`src/rtl/user_io_csr_master.sv`:
```
// CSR initiator for the user-IO black-box port: issues one read/write at a time,
// waits for the read ack or a timeout, then returns the result on a valid/ready response port.
module user_io_csr_master #(
  parameter int TIMEOUT_CYCLES = 16,
  parameter int CNT_W          = 16
) (
  input  logic              clk_per,
  input  logic              reset_per_n,
  input  logic              cmd_vld,
  output logic              cmd_rdy,
  input  logic              cmd_wr,
  input  logic [15:0]       cmd_addr,
  input  logic [63:0]       cmd_wdata,
  output logic              rsp_vld,
  input  logic              rsp_rdy,
  output logic [63:0]       rsp_data,
  output logic              rsp_err,
  output logic [15:0]       o_csr_addr,
  output logic [63:0]       o_csr_data,
  output logic              o_csr_wr_vld,
  output logic              o_csr_rd_vld,
  input  logic [63:0]       i_csr_data,
  input  logic              i_csr_rd_ack,
  output logic [CNT_W-1:0]  timeout_cnt,
  output logic [CNT_W-1:0]  stray_ack_cnt
);

  localparam int WCW = $clog2(TIMEOUT_CYCLES);
  localparam logic [WCW-1:0]   WAIT_LAST = WCW'(TIMEOUT_CYCLES - 1);
  localparam logic [CNT_W-1:0] CNT_MAX   = '1;

  typedef enum logic [1:0] {
    S_IDLE  = 2'd0,
    S_ISSUE = 2'd1,
    S_WAIT  = 2'd2,
    S_RESP  = 2'd3
  } state_t;

  state_t           state_reg;
  logic             wr_reg;
  logic [WCW-1:0]   wait_cnt_reg;

  always_ff @(posedge clk_per or negedge reset_per_n) begin
    if (!reset_per_n) begin
      state_reg     <= S_IDLE;
      wr_reg        <= 1'b0;
      wait_cnt_reg  <= '0;
      cmd_rdy       <= 1'b1;
      rsp_vld       <= 1'b0;
      rsp_data      <= '0;
      rsp_err       <= 1'b0;
      o_csr_addr    <= '0;
      o_csr_data    <= '0;
      o_csr_wr_vld  <= 1'b0;
      o_csr_rd_vld  <= 1'b0;
      timeout_cnt   <= '0;
      stray_ack_cnt <= '0;
    end else begin
      // Strobes are single-cycle: only the acceptance cycle raises them.
      o_csr_wr_vld <= 1'b0;
      o_csr_rd_vld <= 1'b0;

      // An ack is only meaningful while a read is outstanding; anything else is counted and dropped.
      if (i_csr_rd_ack && (state_reg != S_WAIT) && (stray_ack_cnt != CNT_MAX))
        stray_ack_cnt <= stray_ack_cnt + 1'b1;

      case (state_reg)
        S_IDLE: begin
          if (cmd_vld) begin
            wr_reg       <= cmd_wr;
            o_csr_addr   <= cmd_addr;
            o_csr_data   <= cmd_wdata;
            o_csr_wr_vld <= cmd_wr;
            o_csr_rd_vld <= ~cmd_wr;
            cmd_rdy      <= 1'b0;
            state_reg    <= S_ISSUE;
          end
        end

        S_ISSUE: begin
          if (wr_reg) begin
            // Writes are posted: no ack exists, so respond immediately.
            rsp_data  <= '0;
            rsp_err   <= 1'b0;
            rsp_vld   <= 1'b1;
            state_reg <= S_RESP;
          end else begin
            wait_cnt_reg <= '0;
            state_reg    <= S_WAIT;
          end
        end

        S_WAIT: begin
          if (i_csr_rd_ack) begin
            rsp_data  <= i_csr_data;
            rsp_err   <= 1'b0;
            rsp_vld   <= 1'b1;
            state_reg <= S_RESP;
          end else if (wait_cnt_reg == WAIT_LAST) begin
            rsp_data  <= '0;
            rsp_err   <= 1'b1;
            rsp_vld   <= 1'b1;
            state_reg <= S_RESP;
            if (timeout_cnt != CNT_MAX)
              timeout_cnt <= timeout_cnt + 1'b1;
          end else begin
            wait_cnt_reg <= wait_cnt_reg + 1'b1;
          end
        end

        S_RESP: begin
          if (rsp_rdy) begin
            rsp_vld   <= 1'b0;
            cmd_rdy   <= 1'b1;
            state_reg <= S_IDLE;
          end
        end

        default: begin
          state_reg <= S_IDLE;
          cmd_rdy   <= 1'b1;
          rsp_vld   <= 1'b0;
        end
      endcase
    end
  end

endmodule

```
`config.mk`:
```
export PLATFORM = sky130hd
export DESIGN_NAME = user_io_csr_master
export DESIGN_NICKNAME = d
export VERILOG_FILES = /design/src/rtl/user_io_csr_master.sv
export SDC_FILE = /design/constraint.sdc
export NUM_CORES = 1
export LEC_CHECK = 0
export CAP_MARGIN = 30
export CELL_PAD_IN_SITES_DETAIL_PLACEMENT = 2
export CELL_PAD_IN_SITES_GLOBAL_PLACEMENT = 2
export CORE_MARGIN = 4
export CORE_UTILIZATION = 23
export CTS_CLUSTER_DIAMETER = 80
export DETAILED_ROUTE_END_ITERATION = 10
export HOLD_SLACK_MARGIN = 0.05
export MAX_ROUTING_LAYER = met4
export PLACE_DENSITY_LB_ADDON = 0.1
export SLEW_MARGIN = 20
export SYNTH_ARGS = -nofsm -noshare
export SYNTH_HDL_FRONTEND = slang
export SYNTH_SLANG_ARGS = --single-unit
export TNS_END_PERCENT = 1
```
`constraint.sdc`:
```
create_clock -name clk_per -period 1.9 [get_ports clk_per]
set_input_delay 0.38 -clock clk_per [delete_from_list [all_inputs] [get_ports clk_per]]
set_output_delay 0.38 -clock clk_per [all_outputs]
set_load 0.1 [all_outputs]
```
# Word-level counts from Yosys, hierarchy flattened

Index checks and enable logic that the tools add are counted.

Bits in registers: 188
Logic and storage cells: 74

Add/subtract/negate cells: 3
Equality and inequality tests: 14
Muxes and demuxes: 29
Bitwise logic cells: 2
Reduce and logical (&&, ||, !) cells: 13

Operators by type and width:

| kind                                                             | number |
|---|---|
| 64-bit 2-to-1 mux                                                | 3 |
| 64-bit one-hot mux with 2 select lines                           | 1 |
| 16-bit by 1-bit adder with 16-bit output (second input constant) | 2 |
| 16-bit != test (second input constant)                           | 2 |
| 2-bit != test (second input constant)                            | 7 |
| 1-bit 2-to-1 mux                                                 | 13 |
| 4-bit 2-to-1 mux                                                 | 3 |
| 4-bit AND reduction                                              | 3 |
| 3-bit AND reduction                                              | 3 |
| 2-bit 2-to-1 mux                                                 | 4 |
| 2-bit one-hot mux with 4 select lines                            | 1 |
| 4-bit one-hot mux with 2 select lines                            | 1 |
| 4-bit by 1-bit adder with 4-bit output (second input constant)   | 1 |
| 2-bit == test (second input constant)                            | 2 |
| 4-bit == test (second input constant)                            | 1 |
| 1-bit one-hot mux with 2 select lines                            | 2 |
| 2-bit nonzero test                                               | 2 |
| 3-bit != test (second input constant)                            | 1 |
| 1-bit one-hot mux with 3 select lines                            | 1 |
| 3-bit nonzero test                                               | 1 |
| 2-bit by 1-bit == test with 1-bit output (second input constant) | 1 |
| 1-bit logical AND                                                | 2 |
| 2-bit logical NOT                                                | 1 |
| 1-bit inverter                                                   | 2 |
| 2-bit AND reduction                                              | 1 |

# Logic depth before layout (Yosys ltp)

Gate-level depths: netlist of run 1.

Word-level depth: 4
Depth in mapped cells: 10
Depth with buffers taken out: 6

# Worst setup path before layout of run 1

OpenSTA, ideal clock, no wires.

Path kind: reg2reg
From: reg stray_ack_cnt[0]
To: reg stray_ack_cnt[1]
Setup time: 126 ps
Arrival time: 2270 ps
Setup slack: -496 ps
Cell stages (with the launch flop): 6
Clock period less this slack: 2396 ps
Path through: dfrtp_1 > ha_1 > and2_1 > nand3_1 > o21ai_0 > mux2_2

Word-level cells in the longest chain between the ends: 2
Elaborated cells on any way between the ends: 3
Those cells by class: add/sub: 1; eq/ne: 1; reduce/logical: 1

RTL lines:

| what                                                                             | RTL line | RTL |
|---|---|---|
| start, declared                                                                  | 25       | `output logic [CNT_W-1:0] stray_ack_cnt` |
| start signal, assigned                                                           | 65       | `stray_ack_cnt <= stray_ack_cnt + 1'b1;` |
| branches (longest 2 deep; another with 16-bit by 1-bit adder with 16-bit output) | -        |  |

Parallel ways; which one is timed is not known.
A chain may end at the register's enable or synchronous reset.

# Worst setup path after layout of run 1

From: reg state_reg[0]
To: reg timeout_cnt[11]

Word-level cells in the longest chain between the ends: 2

RTL lines:

| what                                 | RTL line | RTL |
|---|---|---|
| start, declared                      | 39       | `state_t state_reg;` |
| start signal, assigned               | 45       | `state_reg <= S_IDLE;` |
| start signal, assigned               | 76       | `state_reg <= S_ISSUE;` |
| start signal, assigned               | 86       | `state_reg <= S_RESP;` |
| 2-bit == test                        | 67       | `case (state_reg)` |
| 4-bit AND reduction (no source line) | -        |  |
| end signal, assigned                 | 105      | `timeout_cnt <= timeout_cnt + 1'b1;` |
| end, declared                        | 24       | `output logic [CNT_W-1:0] timeout_cnt,` |

Every way passes these cells.

==> impl_metrics.json, run 1 <==
{
  "final.period_utilization": 0.9544,
  "num-nets-final": 1212,
  "io_buffer_count": 330,
  "status": "completed",
  "drv_slew": 0,
  "grt_pass1_vias": 7068,
  "netlist_area_mm2": 0.007814,
  "clock_latency_ps": 440,
  "path_buf_inv": 2,
  "final_hold_viol_count": 0,
  "vias_per_cell": 4.298,
  "rsz0062_at_grt": "true",
  "timing.fmax_mhz": 551.5,
  "clk_path_buf_depth": 2,
  "synth.area.top_cells": "dfrtp_1 (60%), mux2_2 (13%), nand2_1 (7.0%)",
  "vias": 6538,
  "synth-xor-area-share": 0.02354,
  "overflow": 0,
  "cp_slowest_stage_delay_ps": 480,
  "core-area_mm2": 0.03353,
  "grt_antenna_before_repair": 5,
  "final_cell_area_mm2": 0.01302,
  "io_pins": 331,
  "fin_hold_ws_ps": 446.0,
  "drc": 0,
  "synth_top_family_by_area": "simple AND/OR/NAND/NOR gates",
  "grt_pass1_wl_mm": 42.42,
  "final_cell_mix": "buf_4 (183), dfrtp_1 (155), clkdlybuf4s50_1 (148)",
  "fillCellCount": 3501,
  "grt_max_degree": 43,
  "endpoint_kind": "flip-flop",
  "arrival_ps": 2170,
  "yosysTopAreaCell": "dfrtp_1",
  "regArea_mm2": 0.004756,
  "ys_seq_elements": 188,
  "multiInputGateArea_mm2": 0.003050,
  "setup_viol": 0,
  "synth-async-reset-ratio": 1.000,
  "clk_pin_slew_ps": 70,
  "routabilityCongestion": 0.7343,
  "finish.utilization": 0.3881,
  "skew_ps": 11.54,
  "relSlewSlack": 0.7253,
  "critical_path_class": "reg -> reg",
  "syn_inst": 677,
  "crit_path_top_delay_cell": "or4_4",
  "cap_viol_max_count": 0,
  "required_ps": 2250,
  "ys_types": 48,
  "htree_levels": 4,
  "first_pass_iters": 4,
  "dp_hpwl_mm": 22.03,
  "syn_to_final_growth_pct": 66.57,
  "floorplan.rows": 67,
  "syn_nets": 835,
  "cp-start-kind": "flip-flop",
  "ys_seq_area_frac": 0.6022,
  "routedWlPerCell_um": 18.82,
  "critPathMaxFanout": 7,
  "layout_commonest_cell": "buf_4",
  "synth_edf_count": 0,
  "fp.dieArea_mm2": 0.03699,
  "cts_buffers": 17,
  "start_util": 0.2330,
  "avgSynthCellArea_um2": 11.54,
  "synth_compound_area_frac": 0.07510,
  "dr.first_iter.drc_count": 181,
  "path_cells": "inv_2 > ha_4 > buf_6 > nand3b_1 > or4_4 > nor3_4 > xor2_1",
  "grt_use_total": 0.1540,
  "critical_path.top_delay_family": "simple AND/OR/NAND/NOR gates",
  "worst_slack_ps": 86.67,
  "synthFlopType": "dfrtp_1",
  "routed_wl_mm": 28.63,
  "largestRegisters": "o_csr_data x64, rsp_data x64",
  "tightest_slew_ps": 412.0,
  "min_path_type": "in -> async",
  "synth-simple-area-share": 0.1367,
  "synth_fa_ha_area_frac": 0.01281,
  "placed_cell_area_mm2": 0.01227,
  "ys_warn_count": 0,
  "drive_gt1_frac": 0.3946,
  "cts_tree": "built",
  "ant_nets": 0,
  "synth.area.mux_share": 0.1279,
  "layout_min_cycle_time_ps": 1813,
  "yosys.area.top_type_share": 0.5989,
  "cts_root_buf": "clkbuf_16",
  "cts_sinks": 188,
  "die_w_um": 192.3,
  "preCtsSetupSlack_ps": -259.7,
  "die_y_um": 192.3
}
worst register-to-register path: cells and delay by family, from the launching register on:
kind / cells / cell delay (ps)
adder cells (fa/ha/maj): 1 / 170
flip-flops: 1 / 390
buffers and inverters: 2 / 210
XOR/XNOR: 1 / 160
AND/OR/NAND/NOR: 3 / 800
per-stage QoR:
step	TNS, ps	instances
after floorplan	-647.9	677
after global placement	-13620	1478
after detailed placement	-13380	1478
after CTS	-40.62	1512
after global routing	-56.67	1520
final	0	1521
cells in the mapped netlist (2+ instances only):
library cell,instances
dfrtp_1,187
nand2_1,145
mux2_2,87
o21ai_0,74
clkbuf_1,22
xor2_1,15
nor2_1,13
nand3_1,12
a21oi_1,9
buf_2,9
ha_1,8
nand4_1,8
inv_1,7
nor4_1,6
xnor2_1,6
and2_1,5
nor3_1,5
a211oi_1,4
a31oi_1,4
and3_1,4
and4_1,4
nand2b_1,3
nor2b_1,3
a21boi_0,2
and2b_1,2
and3_2,2
buf_4,2
mux2i_1,2
nand4b_1,2
nor3_2,2
nor3b_1,2
o211ai_1,2
o41ai_1,2
or2b_1,2
or4_4,2
kinds of logic after synthesis:
| kind of cell | after synthesis |
|---|---|
| multiplexers | 89 |
| flip-flops | 188 |
| adder cells (fa/ha/maj) | 8 |
| buffers and inverters | 40 |
| XOR/XNOR | 21 |
| AND/OR/NAND/NOR | 226 |
| AO/OA/AOI/OAI | 105 |
metal layers:
metal	GRT usage	wire, µm	share of wire
met5	-	0	0
met3	0.04070	1479	0.052
met1	0.1752	11380	0.40
met2	0.2708	15400	0.54
met4	0.03812	366	0.013
final cells by class:
cell class              count  share of cell area
inverters                   7            0.002019
multi-input cells         450              0.2344
repair buffers            390              0.3082
clock buffers              18             0.03297
flip-flops and latches    188              0.3654
diodes                      6            0.001154
clock inverters            14             0.01279
well taps                 448             0.04307
path summary, 6_finish.rpt:
path	startpoint	to	slack, ps	depth (start not counted)
max	state_reg[0]	timeout_cnt[11]	90	7
min	reset_per_n	rsp_data[46]	450	2
max reg2reg	state_reg[0]	timeout_cnt[11]	90	7
min reg2reg	rsp_data[4]	rsp_data[4]	480	2
max in group asynchronous	reset_per_n	stray_ack_cnt[15]	840	3
min in group clk_per	i_csr_data[55]	rsp_data[55]	480	3
timing repair:
action	4_1_cts	5_1_grt
endpoints found under the hold margin	32	0
hold buffers	1	0
pin swaps	3	2
resized for setup	5	23
setup buffers	1	2
gates cloned	0	1
endpoints found under the setup margin	19	82
Power of run 1 is not shown: default switching activity piles up to over one toggle a cycle in this logic, so the estimate is an artifact.
==> inputs of run 2 (changes only) <==
--- a/config.mk
+++ b/config.mk
@@ -15,6 +15,7 @@
 export HOLD_SLACK_MARGIN = 0.05
 export MAX_ROUTING_LAYER = met4
 export PLACE_DENSITY_LB_ADDON = 0.1
+export SKIP_CTS_REPAIR_TIMING = 1
 export SLEW_MARGIN = 20
 export SYNTH_ARGS = -nofsm -noshare
 export SYNTH_HDL_FRONTEND = slang
==> impl_metrics.json, run 2 (synthesis results as in run 1) <==
{
  "vias": 6521,
  "cts_buffers": 17,
  "cts_tree": "built",
  "use_met3": 0.04070,
  "syn_to_final_growth_pct": 66.41,
  "met2_usage": 0.2685,
  "drc": 0,
  "r2r_setup_slack_ps": 80,
  "grt_busiest_layer": "met2",
  "routed_wl_mm": 28.53,
  "layout_min_cycle_time_ps": 1824,
  "instances_no_fill": 1520,
  "grt_pass1_wl_mm": 42.23,
  "endpoint_kind": "flip-flop",
  "routedWlPerCell_um": 18.77,
  "rsz0062_at_grt": "true",
  "io_buffer_count": 330,
  "required_ps": 2220,
  "grt_antenna_before_repair": 5,
  "fp.dieArea_mm2": 0.03699,
  "clk_pin_slew_ps": 70,
  "dr.first_iter.drc_count": 182,
  "cts_sinks": 188,
  "first_pass_iters": 4,
  "floorplan.rows": 67,
  "critical_path_class": "reg -> reg",
  "core-area_mm2": 0.03353,
  "relSlewSlack": 0.7219,
  "setup_tns_ps": 0,
  "placedCellCount": 1478,
  "cap_viol_max_count": 0,
  "cts_root_buf": "clkbuf_16",
  "drv_slew": 0,
  "grt_max_degree": 43,
  "arrival_ps": 2140,
  "use_met1": 0.1748,
  "io_pins": 331,
  "grt_pass1_vias": 7037,
  "routabilityCongestion": 0.7343,
  "overflow": 0,
  "startpoint": "state_reg[0]",
  "setup_viol": 0,
  "final_cell_mix": "buf_4 (182), dfrtp_1 (155), clkdlybuf4s50_1 (148)",
  "grt_use_total": 0.1532,
  "final.period_utilization": 0.9600,
  "status": "completed",
  "layout_commonest_cell": "buf_4",
  "min_path_type": "in -> async",
  "num-nets-final": 1211,
  "crit_path_end": "stray_ack_cnt[12]",
  "htree_levels": 4,
  "die_w_um": 192.3,
  "finish.utilization": 0.3878,
  "cp-start-kind": "flip-flop",
  "drive_gt1_frac": 0.3931,
  "start_util": 0.2330,
  "critPathMaxFanout": 7,
  "die_y_um": 192.3,
  "clock_latency_ps": 440,
  "ff2ff_path_depth": 7,
  "clk_path_buf_depth": 2,
  "vias_per_cell": 4.290,
  "dp_hpwl_mm": 22.03,
  "tightest_slew_ps": 417.1,
  "reg2reg_from": "state_reg[0]",
  "crit-reg2reg-capture": "stray_ack_cnt[12]",
  "largestRegisters": "o_csr_data x64, rsp_data x64",
  "timing.fmax_mhz": 548.2,
  "skew_ps": 11.27,
  "final_hold_viol_count": 0,
  "ant_nets": 0
}
[run 2: how the worst min path moves through the flow]
stage	startpoint	end	slack [ps]	cells after the start
finish	reset_per_n	rsp_data[46]	450	2
global placement	reset_per_n	rsp_data[46]	370	1
global route	reset_per_n	rsp_data[46]	450	2
floorplan	reset_per_n	o_csr_addr[0]	80	0
detailed placement	reset_per_n	rsp_data[44]	360	1
CTS	reset_per_n	rsp_data[9]	-130	1
[run 2: critical path: stages, from the launching register on]
cell and delay (ps):
dfrtp_1 370, inv_2 60, ha_4 180, buf_6 130, and2b_2 230, nand4_1 210
nor2_1 180, mux2_2 340
[run 2: cell type report]
type	count	area (µm²)
clock inverters	14	166.4
diodes	6	15.01
well taps	448	560.5
repair buffers	389	4004
inverters	7	26.28
clock buffers	18	429.2
fillers	3498	20530
multi-input cells	450	3045
flip-flops and latches	188	4756
[run 2: routing by layer]
layer  vias to the layer above  part of all wire  wire, µm
li1                       3087                 -         -
met1                      3266              0.40     11340
met2                       150              0.54     15340
met3                        18             0.052      1487
met4                         0             0.013       366
met5                         -                 0         0
[run 2: per-stage QoR]
stage	area, µm²	worst slack [ps]	hold slack (ps)
3_3_place_gp	12270	-252.4	366.9
5_1_grt	13000	-25.22	454.7
2_1_floorplan	7864	-58.44	84.41
3_5_place_dp	12270	-259.7	359.6
6_report	13000	75.97	447.3
4_1_cts	12870	-104.0	-130.0
Power of run 2 is left out for the same reason.
